`config.mk`:
```
export PLATFORM = sky130hd
export DESIGN_NAME = irq_requester
export DESIGN_NICKNAME = d
export VERILOG_FILES = /design/src/rtl/irq_requester.sv
export SDC_FILE = /design/constraint.sdc
export NUM_CORES = 1
export LEC_CHECK = 0
export BUFFER_PORTS_ARGS = -buffer_cell sky130_fd_sc_hd__clkbuf_2
export CAP_MARGIN = 25
export CORE_ASPECT_RATIO = 2
export CORE_MARGIN = 1
export CORE_UTILIZATION = 45
export DETAILED_ROUTE_END_ITERATION = 10
export PLACE_DENSITY_LB_ADDON = 0.12
export SYNTH_ARGS = -nofsm -noshare
export SYNTH_HDL_FRONTEND = slang
export SYNTH_SLANG_ARGS = --single-unit
export TNS_END_PERCENT = 30
```
`constraint.sdc`:
```
create_clock -name instr_clock -period 1.66 [get_ports instr_clock]
set_input_delay 0.332 -clock instr_clock [delete_from_list [all_inputs] [get_ports instr_clock]]
set_output_delay 0.332 -clock instr_clock [all_outputs]
set_load 0.01 [all_outputs]
```
`src/rtl/irq_requester.sv`:
```
// ---------------------------------------------------------------------------
// irq_requester
//
// Collects rising-edge events from up to eight peripheral lines, masks and
// prioritises them, and raises a registered interrupt request towards the
// CPU interrupt controller.
//
// The request is held until the core is observed fetching from the
// interrupt vector (ISR entry). The block then waits for the return-from-
// interrupt PC mux select before re-arming. A request that sees no ISR entry
// within the timeout window is withdrawn and re-issued.
//
// Ports
//   instr_clock     in   1            single clock, rising edge
//   reset_n         in   1            asynchronous, active-low reset
//   src_event       in   NUM_SOURCES  peripheral event lines (rising edge = event)
//   mask            in   NUM_SOURCES  1 enables the matching source
//   pc_out          in   11           PC from the interrupt controller
//   pc_mux_control  in   2            PC mux select from the decoder
//   overrun_clear   in   1            one-cycle pulse, clears all overrun bits
//   irq             out  1            registered interrupt request
//   cause           out  CAUSE_W      index of the requested / serviced source
//   in_service      out  1            high while the ISR runs
//   pending         out  NUM_SOURCES  latched, not-yet-serviced events
//   overrun         out  NUM_SOURCES  sticky: event seen on an already pending source
//   retry           out  1            one-cycle pulse on request timeout
//
// Handshake: irq rises when a request is issued and stays high until ISR
// entry (pc_out == INTERRUPT_VECTOR) is sampled or the timeout expires.
// in_service then stays high until rfi (pc_mux_control == PC_SAVE) is
// sampled. At most one request is outstanding; IDLE lasts at least one
// cycle between requests.
// ---------------------------------------------------------------------------
module irq_requester #(
    parameter int          NUM_SOURCES      = 4,
    parameter int          CAUSE_W          = $clog2(NUM_SOURCES),
    parameter logic [10:0] INTERRUPT_VECTOR = 11'h4,
    parameter logic [1:0]  PC_SAVE          = 2'h3,
    parameter logic [7:0]  ACK_TIMEOUT      = 8'd255
) (
    input  logic                   instr_clock,
    input  logic                   reset_n,
    input  logic [NUM_SOURCES-1:0] src_event,
    input  logic [NUM_SOURCES-1:0] mask,
    input  logic [10:0]            pc_out,
    input  logic [1:0]             pc_mux_control,
    input  logic                   overrun_clear,
    output logic                   irq,
    output logic [CAUSE_W-1:0]     cause,
    output logic                   in_service,
    output logic [NUM_SOURCES-1:0] pending,
    output logic [NUM_SOURCES-1:0] overrun,
    output logic                   retry
);

    typedef enum logic [1:0] {
        ST_IDLE    = 2'd0,
        ST_REQUEST = 2'd1,
        ST_SERVICE = 2'd2
    } state_t;

    // ------------------------------------------------------------------
    // Registers
    // ------------------------------------------------------------------
    state_t                 state_q,      state_d;
    logic [NUM_SOURCES-1:0] prev_q;
    logic [NUM_SOURCES-1:0] pending_q,    pending_d;
    logic [NUM_SOURCES-1:0] overrun_q,    overrun_d;
    logic                   irq_q,        irq_d;
    logic                   in_service_q, in_service_d;
    logic                   retry_q,      retry_d;
    logic [CAUSE_W-1:0]     cause_q,      cause_d;
    logic [7:0]             cnt_q,        cnt_d;

    // ------------------------------------------------------------------
    // Combinational helpers
    // ------------------------------------------------------------------
    logic [NUM_SOURCES-1:0] evt;
    logic [NUM_SOURCES-1:0] eligible;
    logic [NUM_SOURCES-1:0] cause_oh;
    logic [CAUSE_W-1:0]     winner;
    logic                   any_eligible;
    logic                   isr_entry;
    logic                   rfi_seen;

    assign evt          = src_event & ~prev_q;
    assign eligible     = pending_q & mask;
    assign any_eligible = |eligible;
    assign cause_oh     = NUM_SOURCES'(1) << cause_q;
    assign isr_entry    = (pc_out == INTERRUPT_VECTOR);
    assign rfi_seen     = (pc_mux_control == PC_SAVE);

    // Lowest eligible index wins: scan downwards so the last hit is the
    // smallest index.
    always_comb begin
        winner = '0;
        for (int i = NUM_SOURCES - 1; i >= 0; i--) begin
            if (eligible[i]) begin
                winner = CAUSE_W'(i);
            end
        end
    end

    // ------------------------------------------------------------------
    // FSM next-state, outputs, pending/overrun bookkeeping
    // ------------------------------------------------------------------
    always_comb begin
        state_d      = state_q;
        irq_d        = irq_q;
        in_service_d = in_service_q;
        retry_d      = 1'b0;
        cause_d      = cause_q;
        cnt_d        = cnt_q;

        // A new event always latches; a repeat event while still pending
        // flags an overrun.
        pending_d = pending_q | evt;
        overrun_d = (overrun_clear ? '0 : overrun_q) | (evt & pending_q);

        case (state_q)
            ST_IDLE: begin
                if (any_eligible) begin
                    state_d = ST_REQUEST;
                    irq_d   = 1'b1;
                    cause_d = winner;
                    cnt_d   = 8'd0;
                end
            end

            ST_REQUEST: begin
                if (isr_entry) begin
                    state_d      = ST_SERVICE;
                    irq_d        = 1'b0;
                    in_service_d = 1'b1;
                    // The serviced event is consumed. A fresh event on the
                    // same source at this edge is a new request, not an
                    // overrun, so it re-arms pending without flagging.
                    if (evt & cause_oh) begin
                        pending_d = pending_d | cause_oh;
                    end else begin
                        pending_d = pending_d & ~cause_oh;
                    end
                    overrun_d = (overrun_clear ? '0 : overrun_q)
                              | (evt & pending_q & ~cause_oh);
                end else if (cnt_q == ACK_TIMEOUT) begin
                    // Withdraw the request; pending is kept so the same
                    // source is re-issued from IDLE.
                    state_d = ST_IDLE;
                    irq_d   = 1'b0;
                    retry_d = 1'b1;
                end else begin
                    cnt_d = cnt_q + 8'd1;
                end
            end

            ST_SERVICE: begin
                if (rfi_seen) begin
                    state_d      = ST_IDLE;
                    in_service_d = 1'b0;
                end
            end

            default: begin
                state_d      = ST_IDLE;
                irq_d        = 1'b0;
                in_service_d = 1'b0;
            end
        endcase
    end

    // ------------------------------------------------------------------
    // State registers
    // ------------------------------------------------------------------
    always_ff @(posedge instr_clock or negedge reset_n) begin
        if (!reset_n) begin
            state_q      <= ST_IDLE;
            prev_q       <= '0;
            pending_q    <= '0;
            overrun_q    <= '0;
            irq_q        <= 1'b0;
            in_service_q <= 1'b0;
            retry_q      <= 1'b0;
            cause_q      <= '0;
            cnt_q        <= 8'd0;
        end else begin
            state_q      <= state_d;
            prev_q       <= src_event;
            pending_q    <= pending_d;
            overrun_q    <= overrun_d;
            irq_q        <= irq_d;
            in_service_q <= in_service_d;
            retry_q      <= retry_d;
            cause_q      <= cause_d;
            cnt_q        <= cnt_d;
        end
    end

    assign irq        = irq_q;
    assign cause      = cause_q;
    assign in_service = in_service_q;
    assign pending    = pending_q;
    assign overrun    = overrun_q;
    assign retry      = retry_q;

endmodule

```
Yosys cells after proc, flatten, opt, wreduce, memory -nomap -nowiden. Index checks and enable logic that the tools add are counted.

Output and inout port bits: 13. Input bits: 24. Register bits: 27. Word-level logic and storage cells: 74.

Bitwise operators: 14. Mux-type cells: 29. Reductions and logical operators: 9. Add/sub/neg operators: 1. Shift-type cells: 1. Equal/unequal tests: 11.

Operator list (count): $and A4 B4 Y4 (6); $mux W4 (6); $mux W8 (3); $mux W2 (8); $or A4 B4 Y4 (4); $pmux W8 S2 (1); $eq A11 B3 Y1 const B (1); $ne A2 B2 Y1 const B (5); $reduce_and A3 Y1 (3); $add A8 B1 Y8 const B (1); $eq A8 B8 Y1 const B (1); $mux W1 (8); $not A4 Y4 (2); $pmux W1 S3 (2); $pmux W2 S3 (1); $eq A2 B2 Y1 const B (2); $reduce_and A4 Y1 (1); $reduce_bool A4 Y1 (1); $reduce_or A4 Y1 (1); $shl A1 B2 Y4 const A (1); $ne A3 B3 Y1 const B (1); $eq A2 B1 Y1 const B (1); $logic_not A2 Y1 (1); $not A1 Y1 (2); 2 further kinds (2).

Logic depth before layout (Yosys ltp). Gate-level depths: netlist (run 1).

Depth after elaboration: 7. Mapped depth: 5.

Least setup slack after synthesis (run 1). OpenSTA, ideal clock, no wires.

Kind: register to register. From: register cnt_q[0]. To: register cnt_q[7]. Stages on the path, launching flop included: 6. Path slack: 0.088 ns. Arrival: 1.445 ns. Library setup time: 0.126 ns. Cells stage by stage: dfrtp_1 -> ha_1 -> and3_1 -> nand4_2 -> and4_4 -> a311o_1.

Longest elaborated chain between the ends: 4. Elaborated cells on any way between the ends: 7. Those cells by class: 1 x add/sub; 2 x eq/ne; 3 x mux; 1 x reduce/logical.

RTL lines: start: declaration (line 73) `logic [7:0] cnt_q, cnt_d;`; start signal: assignment (line 194) `cnt_q <= cnt_d;`; $add A8 B1 Y8 (line 152) `cnt_d = cnt_q + 8'd1;`; $mux W8 (line 145) `end else if (cnt_q == ACK_TIMEOUT) begin`; $mux W8 (line 131) `if (isr_entry) begin`; $pmux W8 S2 (line 120) `case (state_q)`.

Several ways; a longest one is shown, not always the timed one. The select of a mux whose other input is x is not followed. A chain may end at the register's enable or synchronous reset.

Worst setup path in the final report (run 1).
From: register state_q[1]. To: register cnt_q[7].

Longest elaborated chain between the ends: 3. Elaborated cells on any way between the ends: 8. Those cells by class: 4 x eq/ne; 1 x mux; 3 x reduce/logical.

RTL lines: start: declaration (line 65) `state_t state_q, state_d;`; start signal: assignment (line 186) `state_q <= state_d;`; $eq A2 B1 Y1 or $logic_not A2 Y1 (tied branches) (line 120); $ne A2 B2 Y1 (no source line) or $reduce_bool A2 Y1 (tied branches); $reduce_and A4 Y1 (no source line).

Several ways; a longest one is shown, not always the timed one.

==> metrics.txt, run 1 <==
clk slew on worst S/H paths=roughly 0.090 ns; met3 Use GR=1.75%; clock skew=between 0.006 and 0.007 ns; worst skew pair latency=approximately 0.27 ns; initial DRC count=15; Core Area=0.00260 mm²; post-cts resize count=0; Clock Path Buffers=2; leak pwr=0.809 nW; minimum clock period=roughly 1.5 ns; CTS Root Cell=clkbuf_8; Port Buffers=36; r2r setup slk=roughly 0.12 ns; top area cells in the synthesized netlist=dfrtp_1 54%, nand2b_1 4.0%, nand2_1 3.9%, o21ai_0 3.2%, a21oi_1 2.4%; vias in the first global route=1105; ANT cells=0; global-route wire length before repair=between 4 and 5 mm; syn nets=140; most frequent cell after synthesis=dfrtp_1; First-pass DRT Iterations=4; met2 global-route usage=40.2%; critical path type=reg -> reg; Post-synth top cells=27 x dfrtp_1, 13 x nand2_1, 8 x inv_1, 8 x nand2b_1, 8 x o21ai_0; status=complete, no violations; share of layout cells above drive strength 1=a little under two fifths; critical path startpoint category=flop; full die area=around 0.0030 mm²; Post-synth EDFFs=0; Yosys warning total=0; Distinct cells, synth=36; GRT Total Usage=between 20% and 30%; Synth Instances=115; Layout area overhead=30.5%; Fmax=approximately 650 MHz; fin nets=197; Worst Setup End Kind=flop; worst setup path endpoint=cnt_q[7]; Tcrit/Tclk final=a little over 90%; IO Pins=37; synthesized area per cell=around 11 µm²; DP Worst Slack=0.00889 ns; power density over the cells=between 1000 and 1500 mW/mm²; CP Launch Point=state_q[1]; CTS Buf Count=3; Crit path arrival time=between 1.5 and 2 ns; CP required=between 1.5 and 2 ns; largest area contributor in the netlist=dfrtp_1; total negative setup slack=0 ns; initial core utilization=around 48%; CTS Sinks=27; commonest register cell after synthesis=dfrtp_1; Max Cap Viol=0; Peak VDD IR=a little over 0.0008 V; Die Ht=76.6 µm; area of the mapped netlist=0.00125 mm²; Final Util=between 60% and 70%; fin. max-slew vios=0; Via-to-Cell Ratio=5.55; GR Overflow Total=0; post-DP HPWL=~2.3 mm; Final Hold Viols=0; worst reg2reg path startpoint=state_q[1]; CTS tree=yes; routability cong.=0.733; # setup viols final=0; htree depth=1; setup ws final=between 0.1 and 0.15 ns; Max FO, Critical Path=5; top cell type's share of synthesized area=between 50% and 60%; layer with the highest usage=met2; total chip power=~2.0 mW; Post-Route WL=about 2.8 mm; # hold bufs at CTS=0; asr flop ratio synth=100%; met1 Resource Use GR=about a fifth; via count=about 1100; unrepaired setup endpoints after global routing=false; DR WL/cell=around 14 µm; post-CTS setup repair buffer count=0; pin count of the biggest net entering global routing=28; Worst-Margin Slew=about 0.68 ns; synthesized flop and latch total=27; worst reg2reg path depth=5; die width=between 30 and 40 µm; antenna viol nets, final=0; initial antenna violation count=0; hold crit path type=in -> async; Max-slew headroom=between 50% and 60%; sequential-to-total area share from yosys stat=a little over half; drc violations=0; r2r endpoint=cnt_q[7]; number of core rows=26
[layout by cell type (no fill, tap or decap), types with 2 or more instances in the layout]
cell type   n
o21ai_0     8
a22o_1      2
and4_1      2
and3_1      2
a41oi_1     2
clkbuf_8    3
inv_1       8
nor2_1      2
nand2_1    13
o211ai_1    3
nand3_1     2
o22ai_1     4
a31oi_1     2
dfrtp_1    27
buf_4      16
nand2b_1    8
clkbuf_2   36
a21oi_1     6
o21ai_1     2
nor3_1      2
nand4_1     2
[cell type report]
| class | instances | area (µm²) |
|---|---|---|
| timing repair buffer | 52 | 300 |
| multi-input combinational | 80 | 546 |
| clock inverter | 1 | 5.00 |
| inverter | 8 | 30.0 |
| tap | 28 | 35.0 |
| sequential | 27 | 676 |
| clock buffer | 3 | 41.3 |
| fill | 243 | 970 |
[power by group]
group / leakage [nW] / switching, mW / internal (mW) / total [mW]
combinational: 0.470 / 0.333 / 0.357 / 0.689
clock: 0.0255 / 0.190 / 0.168 / 0.358
sequential: 0.314 / 0.153 / 0.811 / 0.964
[worst min-delay path by stage]
stage,from,end,depth (start not counted),slack [ns]
2_1_floorplan,reset_n,cause[0],0,0.04
3_5_place_dp,reset_n,cnt_q[5],1,0.40
6_report,reset_n,cnt_q[5],1,0.09
3_3_place_gp,reset_n,cnt_q[4],1,0.39
5_1_grt,reset_n,overrun[2],1,0.14
4_1_cts,reset_n,cnt_q[5],1,0.10
[critical path: stages, from the launching register on]
cell and delay (ns):
dfrtp_1 0.43, nand2b_1 0.23, a31oi_4 0.19, buf_4 0.15, nand2_1 0.11, a311o_1 0.32
[cells by family (layout without fill, tap and decap cells)]
kind of cell             after synthesis  in the layout  share of synthesized area (%)
adder cells (fa/ha/maj)                1              1                           1.00
buffers and inverters                  8             64                           2.40
XOR/XNOR                               1              1                          0.700
AND/OR/NAND/NOR                       40             40                           20.8
multiplexers                           1              1                          0.800
flip-flops                            27             27                           54.0
AO/OA/AOI/OAI                         37             37                           20.3
[routing by layer]
layer  vias to the layer above  routed length (µm)
li1                        544                   -
met1                       536                 966
met2                        22                1740
met3                         2                  66
met4                         0                  27
met5                         -                   0
[per-stage QoR]
step	hold WS, ns	cell area [µm²]	std cells
after detailed placement	0.396	1590	195
final	0.0850	1630	199
after global routing	0.142	1630	199
after CTS	0.103	1630	199
after global placement	0.394	1590	195
after floorplan	0.0364	1250	115
[state kept, by name (all words and copies together), names as in the netlist, 2 cells and up]
signal	cells
cause	2
cnt_q	8
overrun	4
pending	4
state_q	2
prev_q	4
(Power assumes the default switching activity.)
==> run 2, diff against run 1 <==
--- a/config.mk
+++ b/config.mk
@@ -11,6 +11,7 @@
 export CORE_MARGIN = 1
 export CORE_UTILIZATION = 45
 export DETAILED_ROUTE_END_ITERATION = 10
+export GPL_TIMING_DRIVEN = 0
 export PLACE_DENSITY_LB_ADDON = 0.12
 export SYNTH_ARGS = -nofsm -noshare
 export SYNTH_HDL_FRONTEND = slang
==> run 2 against run 1 <==
  * Routed wire length increased by 4.3%
  * Core utilization fell by 1.7 points
  * Die area is the same
  * First-iteration DRC count rose to 2.7 times the previous value
  * Fmax down 0.85%
  * Largest power group unchanged
  * Highest routed layer unchanged
==> metrics.txt, run 2 (same netlist as run 1, synthesis figures left out) <==
CTS Buf Count=3; max reg flops=8; Core Area=~0.0026 mm²; Via-to-Cell Ratio=5.74; top sig layer=met4; First-pass DRT Iterations=3; Post-Route WL=about 2.9 mm; CP required=between 1.5 and 2 ns; post-DP HPWL=~2.2 mm; Max Cap Viol=0; clk slew on worst S/H paths=approximately 0.09 ns; CTS tree=yes; Max-slew headroom=a little under three fifths; via count=about 1100; final cell count without fillers=189; most common cell after layout, fill and taps aside=clkbuf_2; Final Util=61.1%; critical path type=reg -> reg; CP cell instances=ha_2 -> and3_4 -> nand4_4 -> and4_4 -> a311o_1; die width=a little under 40 µm; total negative setup slack=0 ns; wire length on met1=between 1 and 1.5 mm; initial antenna violation count=0; post-route design area=0.00159 mm²; setup ws final=between 0.1 and 0.15 ns; routability cong.=between 0.7 and 0.8; CTS Root Cell=clkbuf_8; Die Ht=76.6 µm; initial core utilization=48.1%; antenna viol nets, final=0; Crit path arrival time=between 1.5 and 2 ns; Filler cells=between 200 and 250; Worst Setup End Kind=flop; share of layout cells above drive strength 1=35.4%; CTS Sinks=27; full die area=between 0.003 and 0.004 mm²; htree depth=1; Post-Place Cells=about 180; Peak VDD IR=0.000796 V; vias in the first global route=about 1100; Worst-Margin Slew=about 0.67 ns; Fmax=about 640 MHz; ANT cells=0; hold crit path type=in -> async; fin. max-slew vios=0; Slowest cell on crit path=dfrtp_1; minimum clock period=around 1.6 ns; number of core rows=26; Port Buffers=36; worst skew pair latency=~0.27 ns; CP max stage delay=0.40 ns; unrepaired setup endpoints after global routing=false; most frequent cells in the layout=36 x clkbuf_2, 27 x dfrtp_1, 13 x nand2_1; leak pwr=0.757 nW; DP Worst Slack=-0.129 ns; GR Overflow Total=0; drc violations=0; power density over the cells=between 1000 and 1500 mW/mm²; Worst Hold Margin=0.0837 ns; Final Hold Viols=0; met2 wire len=1.80 mm; status=complete, no violations; pin count of the biggest net entering global routing=28; Reg with most FFs=cnt_q; Placed Area=~0.0015 mm²; global-route wire length before repair=about 4.5 mm; Layout area overhead=27.0%; clock skew=~0.0077 ns; IO Pins=37; total chip power=~2.0 mW; GRT Total Usage=between 20% and 30%; Met3 Routed Length=around 63 µm; fin nets=around 190; Max FO, Critical Path=6; DR WL/cell=around 15 µm; critical path startpoint category=flop; Clock Path Buffers=2; initial DRC count=between 40 and 50; Tcrit/Tclk final=a little over nine tenths; # setup viols final=0
-- run 2: changes by cell type in the layout (fill, tap and decap cells not counted), sizes merged --
| cell | previous run | this run |
|---|---|---|
| buf | 16 | 6 |
-- run 2: area by class of cell --
class                      count  area (µm²)  area share, %
sequential                    27         676           42.5
inverter                       8        30.0           1.89
tap                           28        35.0           2.20
multi-input combinational     80         577           36.3
clock buffer                   3        41.3           2.60
timing repair buffer          42         225           14.2
clock inverter                 1        5.00          0.315
-- run 2: final timing paths --
check	depth (start not counted)	from	slack [ns]	end
setup / recovery	5	cnt_q[1]	0.10	cnt_q[7]
hold / removal	1	reset_n	0.08	cnt_q[7]
setup reg to reg	5	cnt_q[1]	0.10	cnt_q[7]
hold reg to reg	1	cnt_q[5]	0.52	cnt_q[5]
max in group asynchronous	1	reset_n	1.15	irq
min in group instr_clock	1	src_event[1]	0.18	prev_q[1]
-- run 2: worst max-delay path: cells and delay by family, from the launching register on --
family,cells,cell delay (ns)
and+or+nand+nor,3,0.54
DFF,1,0.40
AOI/OAI and AO/OA,1,0.30
adders and majority gates,1,0.21
-- run 2: report_power, final --
part           leakage [nW]  switching, mW  total, mW  internal (mW)
registers             0.314          0.167      0.978          0.811
clock network        0.0255          0.193      0.361          0.168
logic                 0.418          0.338      0.651          0.314
-- run 2: timing repair --
| action | 4_1_cts | 5_1_grt |
|---|---|---|
| resized for setup | 5 | 2 |
| cloned | 0 | 0 |
| hold buffers | 0 | 0 |
| setup endpoints to repair | 7 | 13 |
| buffers inserted | 0 | 6 |
-- run 2: layer usage --
metal / GRT usage (%) / vias to the layer above
li1: - / 519
met1: 19.9 / 546
met2: 40.8 / 18
met3: 2.04 / 2
met4: 6.90 / 0
met5: 0 / -
